### src/rtl/regfile_rename_if.sv
// rtl/regfile_rename_if.sv - decoder/ROB-facing bundle for the renaming register file
//
// Ports (members):
//   rdy_in, flush_in                 pause / mispredict flush
//   ren_valid, ren_rd, ren_tag       rename (issue) write
//   cmt_valid, cmt_rd, cmt_tag,      ROB commit write
//   cmt_value
//   rd_id                            NUM_READ packed lookup ids
//   rd_busy, rd_value, rd_tag        NUM_READ packed lookup results
//   busy_count                       number of busy registers
// Modports: master drives requests, slave is the register file.
interface regfile_rename_if #(
    parameter int XLEN          = 32,
    parameter int REG_ID_BIT    = 5,
    parameter int ROB_WIDTH_BIT = 4,
    parameter int NUM_READ      = 2
) ();
    logic                              rdy_in;
    logic                              flush_in;
    logic                              ren_valid;
    logic [REG_ID_BIT-1:0]             ren_rd;
    logic [ROB_WIDTH_BIT-1:0]          ren_tag;
    logic                              cmt_valid;
    logic [REG_ID_BIT-1:0]             cmt_rd;
    logic [ROB_WIDTH_BIT-1:0]          cmt_tag;
    logic [XLEN-1:0]                   cmt_value;
    logic [NUM_READ*REG_ID_BIT-1:0]    rd_id;
    logic [NUM_READ-1:0]               rd_busy;
    logic [NUM_READ*XLEN-1:0]          rd_value;
    logic [NUM_READ*ROB_WIDTH_BIT-1:0] rd_tag;
    logic [REG_ID_BIT:0]               busy_count;

    modport master (
        output rdy_in, flush_in,
        output ren_valid, ren_rd, ren_tag,
        output cmt_valid, cmt_rd, cmt_tag, cmt_value,
        output rd_id,
        input  rd_busy, rd_value, rd_tag, busy_count
    );

    modport slave (
        input  rdy_in, flush_in,
        input  ren_valid, ren_rd, ren_tag,
        input  cmt_valid, cmt_rd, cmt_tag, cmt_value,
        input  rd_id,
        output rd_busy, rd_value, rd_tag, busy_count
    );
endinterface

### src/rtl/regfile_rename.sv
// rtl/regfile_rename.sv - architectural register file with rename busy/tag tracking
//
// Ports:
//   clk_in    clock, rising edge
//   rst_n_in  asynchronous active-low reset
//   rf        regfile_rename_if.slave: rename/commit writes, flush, pause,
//             NUM_READ combinational operand lookups, busy register count
module regfile_rename #(
    parameter int XLEN          = 32,
    parameter int NUM_REGS      = 32,
    parameter int REG_ID_BIT    = 5,
    parameter int ROB_WIDTH_BIT = 4,
    parameter int NUM_READ      = 2
) (
    input  logic             clk_in,
    input  logic             rst_n_in,
    regfile_rename_if.slave  rf
);
    logic [XLEN-1:0]          regs [NUM_REGS];
    logic [ROB_WIDTH_BIT-1:0] tags [NUM_REGS];
    logic [NUM_REGS-1:0]      busy;
    logic [REG_ID_BIT:0]      count;

    logic                     cmt_do;
    logic                     cmt_clear;
    logic                     ren_do;
    logic                     cnt_inc;
    logic                     cnt_dec;

    // Write qualifiers; register 0 is excluded from every update.
    always_comb begin
        cmt_do    = rf.rdy_in && rf.cmt_valid && (rf.cmt_rd != '0);
        cmt_clear = cmt_do && busy[rf.cmt_rd] && (tags[rf.cmt_rd] == rf.cmt_tag);
        ren_do    = rf.rdy_in && rf.ren_valid && (rf.ren_rd != '0) && !rf.flush_in;
        // Renaming an already-busy register does not add a busy bit, and a
        // clearing commit to the register being renamed this cycle does not
        // remove one, since the rename keeps it busy.
        cnt_inc   = ren_do && !busy[rf.ren_rd];
        cnt_dec   = cmt_clear && !(ren_do && (rf.ren_rd == rf.cmt_rd));
    end

    always_ff @(posedge clk_in or negedge rst_n_in) begin
        if (!rst_n_in) begin
            for (int i = 0; i < NUM_REGS; i++) begin
                regs[i] <= '0;
                tags[i] <= '0;
            end
            busy  <= '0;
            count <= '0;
        end else if (rf.rdy_in) begin
            if (cmt_do) begin
                regs[rf.cmt_rd] <= rf.cmt_value;
            end
            if (rf.flush_in) begin
                busy  <= '0;
                count <= '0;
            end else begin
                // Rename is applied after the commit clear so it wins on a
                // shared register.
                if (cmt_clear) begin
                    busy[rf.cmt_rd] <= 1'b0;
                end
                if (ren_do) begin
                    busy[rf.ren_rd] <= 1'b1;
                    tags[rf.ren_rd] <= rf.ren_tag;
                end
                if (cnt_inc && !cnt_dec) begin
                    count <= count + 1'b1;
                end else if (cnt_dec && !cnt_inc) begin
                    count <= count - 1'b1;
                end
            end
        end
    end

    // Lookups see pre-update state, except that a tag-matching commit in the
    // same cycle is forwarded so the consumer does not wait an extra cycle.
    logic [REG_ID_BIT-1:0] id;

    always_comb begin
        rf.rd_busy  = '0;
        rf.rd_value = '0;
        rf.rd_tag   = '0;
        id          = '0;
        for (int i = 0; i < NUM_READ; i++) begin
            id = rf.rd_id[i*REG_ID_BIT +: REG_ID_BIT];
            if (cmt_clear && (rf.cmt_rd == id)) begin
                rf.rd_value[i*XLEN +: XLEN] = rf.cmt_value;
            end else if (busy[id]) begin
                rf.rd_busy[i]                              = 1'b1;
                rf.rd_tag[i*ROB_WIDTH_BIT +: ROB_WIDTH_BIT] = tags[id];
            end else begin
                rf.rd_value[i*XLEN +: XLEN] = regs[id];
            end
        end
    end

    assign rf.busy_count = count;
endmodule

### src/flat_wrapper.sv
// flat-port wrapper written by rule: the top's interface ports become plain ports
module regfile_rename_flat 
#(
    parameter int XLEN          = 32,
    parameter int NUM_REGS      = 32,
    parameter int REG_ID_BIT    = 5,
    parameter int ROB_WIDTH_BIT = 4,
    parameter int NUM_READ      = 2
)
  (clk_in, rst_n_in, rf_rdy_in, rf_flush_in, rf_ren_valid, rf_ren_rd, rf_ren_tag, rf_cmt_valid, rf_cmt_rd, rf_cmt_tag, rf_cmt_value, rf_rd_id, rf_rd_busy, rf_rd_value, rf_rd_tag, rf_busy_count);
  regfile_rename_if #(.XLEN(XLEN), .REG_ID_BIT(REG_ID_BIT), .ROB_WIDTH_BIT(ROB_WIDTH_BIT), .NUM_READ(NUM_READ)) rf_i ();
  input  logic clk_in;
  input  logic rst_n_in;
  input wire logic [$bits(rf_i.rdy_in)-1:0] rf_rdy_in;
  input wire logic [$bits(rf_i.flush_in)-1:0] rf_flush_in;
  input wire logic [$bits(rf_i.ren_valid)-1:0] rf_ren_valid;
  input wire logic [$bits(rf_i.ren_rd)-1:0] rf_ren_rd;
  input wire logic [$bits(rf_i.ren_tag)-1:0] rf_ren_tag;
  input wire logic [$bits(rf_i.cmt_valid)-1:0] rf_cmt_valid;
  input wire logic [$bits(rf_i.cmt_rd)-1:0] rf_cmt_rd;
  input wire logic [$bits(rf_i.cmt_tag)-1:0] rf_cmt_tag;
  input wire logic [$bits(rf_i.cmt_value)-1:0] rf_cmt_value;
  input wire logic [$bits(rf_i.rd_id)-1:0] rf_rd_id;
  output wire logic [$bits(rf_i.rd_busy)-1:0] rf_rd_busy;
  output wire logic [$bits(rf_i.rd_value)-1:0] rf_rd_value;
  output wire logic [$bits(rf_i.rd_tag)-1:0] rf_rd_tag;
  output wire logic [$bits(rf_i.busy_count)-1:0] rf_busy_count;
  assign rf_i.rdy_in = rf_rdy_in;
  assign rf_i.flush_in = rf_flush_in;
  assign rf_i.ren_valid = rf_ren_valid;
  assign rf_i.ren_rd = rf_ren_rd;
  assign rf_i.ren_tag = rf_ren_tag;
  assign rf_i.cmt_valid = rf_cmt_valid;
  assign rf_i.cmt_rd = rf_cmt_rd;
  assign rf_i.cmt_tag = rf_cmt_tag;
  assign rf_i.cmt_value = rf_cmt_value;
  assign rf_i.rd_id = rf_rd_id;
  assign rf_rd_busy = rf_i.rd_busy;
  assign rf_rd_value = rf_i.rd_value;
  assign rf_rd_tag = rf_i.rd_tag;
  assign rf_busy_count = rf_i.busy_count;
  regfile_rename #(.XLEN(XLEN), .NUM_REGS(NUM_REGS), .REG_ID_BIT(REG_ID_BIT), .ROB_WIDTH_BIT(ROB_WIDTH_BIT), .NUM_READ(NUM_READ)) u_core (.clk_in(clk_in), .rst_n_in(rst_n_in), .rf(rf_i));
endmodule
### config.mk
export PLATFORM = sky130hd
export DESIGN_NAME = regfile_rename_flat
export DESIGN_NICKNAME = d
export VERILOG_FILES = /design/src/rtl/regfile_rename_if.sv /design/src/rtl/regfile_rename.sv /design/src/flat_wrapper.sv
export SDC_FILE = /design/constraint.sdc
export NUM_CORES = 2
export LEC_CHECK = 0
export CAP_MARGIN = 20
export CORE_MARGIN = 3
export CORE_UTILIZATION = 51
export DETAILED_ROUTE_END_ITERATION = 6
export DONT_BUFFER_PORTS = 1
export HOLD_SLACK_MARGIN = 0.06
export PLACE_DENSITY_LB_ADDON = 0.1
export SYNTH_ARGS = -nofsm -noshare
export SYNTH_HDL_FRONTEND = slang
export SYNTH_SLANG_ARGS = --single-unit
### constraint.sdc
create_clock -name clk_in -period 4.9 [get_ports clk_in]
set_clock_uncertainty 0.1 [all_clocks]
set_input_delay 0.98 -clock clk_in [delete_from_list [all_inputs] [get_ports clk_in]]
set_output_delay 0.98 -clock clk_in [all_outputs]
set_load 0.05 [all_outputs]
==> results.md <==
- Outcome: complete, but fails checks
- Violated checks: slew limit, setup timing
- Xor/xnor cell area share of the yosys netlist: less than 1%
- Synth Area in Simple Gates: 2.11%
- Library cell contributing the largest single delay on the critical path: mux4_2
- Vert. Die Dim: 364 um
- Global-route layer with the greatest usage: met2
- Netlist area before placement: 65500 um^2
- Largest net degree at the start of global routing: between 1000 and 1500
- Minimum hold slack: 158 ps
- Net total in the final layout: 4116
- Capturing point of the worst reg2reg path: u_core.rf.busy_count[5]
- Count of flip-flops with a built-in enable after synthesis: 0
- Post-detailed-route DRC marker count: 0
- Sort of element at the end of the critical path: output pin
- Average wire length per cell after detail routing: approximately 34 um
- Fraction of the mapped netlist area in adder cells: less than 1%
- Number of antenna violations at the first check in global routing: 0
- Headroom to the max-slew limit: -1.55%
- Crit path max fanout: slightly below 300
- First-pass GRT wire length: 286 mm
- Critical path, cell by cell: mux4_2 -> mux4_2 -> mux2_4 -> buf_12 -> o21ai_2 -> buf_12
- Fraction of the yosys area taken by sequential cells: between 40% and 50%
- Worst-path clk slew: 50 ps
- Number of vias per cell: 6.88
- Unrepaired setup endpoints after global routing: yes
- DRT antenna net count: 0
- Ports placed on the boundary: 146
- Core Region: 127000 um^2
- Worst Setup EP: rf_rd_value[17]
- Count of endpoints failing hold in the final timing report: 0
- Fraction of layout instances using a drive strength above 1: 58.3%
- Worst Setup Start Kind: input port
- Number of register bits inferred by synthesis: 1190
- Total routing resource utilization after global routing: 29.5%
- Total detailed-routing wirelength: around 190 mm
- Slew Viols, Final: 28
- Count of final setup violators: 23
- Critical register-to-register path startpoint: u_core.tags[69]
- Area of the die: around 130000 um^2
- HPWL reported at the end of detailed placement: 101 mm
- Setup WS post-layout: -111 ps
- Gpl congestion: 0.868
- Global-route track usage on met2: 46.2%
- Clock insertion delay at the later pin of the skew report: 770 ps
- Largest cells by area after synthesis: dfrtp_1, mux4_2, mux2_2, clkbuf_1, mux2i_1
- Number of CTS-inserted buffers: 137
- Clock Tree Buf Depth: 3
- Crit path time final: 5010 ps
- 1st-iter DRT viols: 4029
- Dominant cell by count in the synthesized netlist: dfrtp_1
- Critical path startpoint: rf_rd_id[0]
- Multiplexer fraction of the synthesized cell area: 47.4%
- Maximum clock rate: 200 MHz
- Synthesized instance count: 4196
- Most used flip-flop cell after synthesis: dfrtp_1
- CTS H-tree lvls: 4
- Slew at the pin closest to its max-slew limit: 1520 ps
- Number of detailed-route iterations in the first pass: 7
- Port Buffers: 0
- Total area of multi-input combinational cells: 34500 um^2
- Total of fill cells in the finished design: between 9000 and 10000
- Yosys top cell area share: a little under half
- Share of the synthesized area in compound gates (AO/OA/AOI/OAI): 1.77%
- Number of max-cap violations: 0
- TritonCTS clock tree: yes
- Met1 capacity usage during global routing: between 40% and 50%
- Worst Reg-to-Reg Cells: 19
- Row count: 130
- Power per Cell Area: 369 nW/um^2
- Antenna Cells: 0
- Synth unique cells: 62
- Data arrival time at the worst-slack endpoint: 3930 ps
- Total gr overflow: 0
- Met3 usage in global routing: between 5 and 6%
- Worst EP required: 3820 ps
- Horiz. Die Dim: 364 um
- Class of the tightest hold or removal check: in2async
- Kind of critical path: in2out
- Final standard cell count with taps included and fillers excluded: around 5800
- Synth-to-Final Area Change: 12.7%
- Clock tree root buffer cell: clkbuf_16
- VDD IR max: 0.372 mV
- Dominant combinational cell family by area after synthesis: multiplexers
- Library cell with the largest summed area after synthesis: dfrtp_1
- Most instantiated cells after synthesis: dfrtp_1, mux2_2, mux4_2
- Number of placed cells counting well taps: 5527
- Leak: around 32 nW
- Number of warnings reported in the yosys synthesis log: 0
- PnR Total Power: 27.3 mW
- Net count after synthesis: ~4300
- Via count of the first global-routing pass: 41000
- Share of the clock period used by the worst path: 102%
- Async set-or-reset flop fraction in the synthesized netlist: 100%
- Max incr delay on CP: 800 ps
- Sinks on Clock Net: roughly 1200
- Number of vias after detailed routing: 39900
- R2r setup slk: approximately 830 ps
- FF/Latch Area: between 20000 and 30000 um^2
- Initial Util: 51.8%
- Mean post-synth cell area: 15.6 um^2
worst min-delay path by stage:
stage,cells after the start,slack [ps],end,from
after floorplan,1,340,u_core.regs[1000],u_core.regs[1000]
after global placement,0,280,u_core.regs[1002],u_core.regs[1002]
after detailed placement,0,280,u_core.regs[1002],u_core.regs[1002]
after CTS,0,-200,u_core.tags[110],rst_n_in
after global routing,1,200,u_core.rf.busy_count[4],rst_n_in
final,1,160,u_core.rf.busy_count[2],rst_n_in
final cells by class:
type	count	share of cell area, %
multi-input combinational	2524	46.8
sequential	1190	40.3
clock buffer	204	5.58
timing repair buffer	182	3.71
tap	1650	2.80
clock inverter	42	0.764
inverter	10	0.0508
routing by layer:
layer	part of all wire (%)	up-vias
met3	7.0	320
met1	43	22100
li1	-	16100
met2	47	1432
met5	0	-
met4	3.2	0
what timing repair did:
item / CTS / global route
endpoints found under the setup margin: 74 / 73
resized for setup: 12 / 60
pin swaps: 3 / 8
cloned: 1 / 8
hold endpoints to repair: 1190 / 63
setup buffers: 8 / 2
cells in the final DEF, fill, tap and decap left out, types with 6 or more instances in the layout:
cell and count:
buf_16 12, inv_1 10, nand2b_1 12, nand3_1 12, mux2i_1 136, o21ai_0 43
buf_4 79, nor2b_1 6, xnor2_1 8, mux2_2 1122, nand2_1 82, dfrtp_1 1188
xor2_1 10, o21ai_4 7, and3_1 7, clkinv_2 20, mux4_2 757, a21oi_1 6
nand2_4 10, nor2_1 38, a31oi_1 32, nand2_2 22, o21ai_1 9, clkbuf_8 29
buf_12 81, o21ai_2 57, clkbuf_16 150, nand3b_1 6, bufinv_16 12, nor3_1 16
o22ai_1 21, nor2_4 25, clkbuf_1 31
stage by stage:
stage	util (%)	cell area, um^2	worst slack, ps	setup TNS [ps]
floorplan	-	65800	-24.5	-24.5
global placement	54.0	68300	-66.0	-1680
detailed placement	54.0	68300	-102	-3220
CTS	57.8	73200	-8.48	-15.2
global route	58.3	73800	-81.3	-1770
finish	58.3	73800	-111	-1560
power by group:
part | internal, mW | switching (mW)
sequential | 11.0 | 0.904
combinational | 2.93 | 1.73
clock | 6.45 | 4.23
critical path: cells and delay by family:
| family | cells | cell delay, ps |
|---|---|---|
| mux | 3 | 1760 |
| compound gates | 1 | 240 |
| buf+inv | 2 | 410 |
state kept, by name, summed over array words and instances, names as in the netlist:
signal	cells
u_core.busy	32
u_core.rf.busy_count	6
u_core.tags	128
u_core.regs	1024
kinds of logic after synthesis:
family                   count (synthesis)
adder cells (fa/ha/maj)                  5
buffers and inverters                  482
AND/OR/NAND/NOR                        282
flip-flops                            1190
AO/OA/AOI/OAI                          201
XOR/XNOR                                18
multiplexers                          2018
Note: power is estimated with default switching activity, not from simulation.
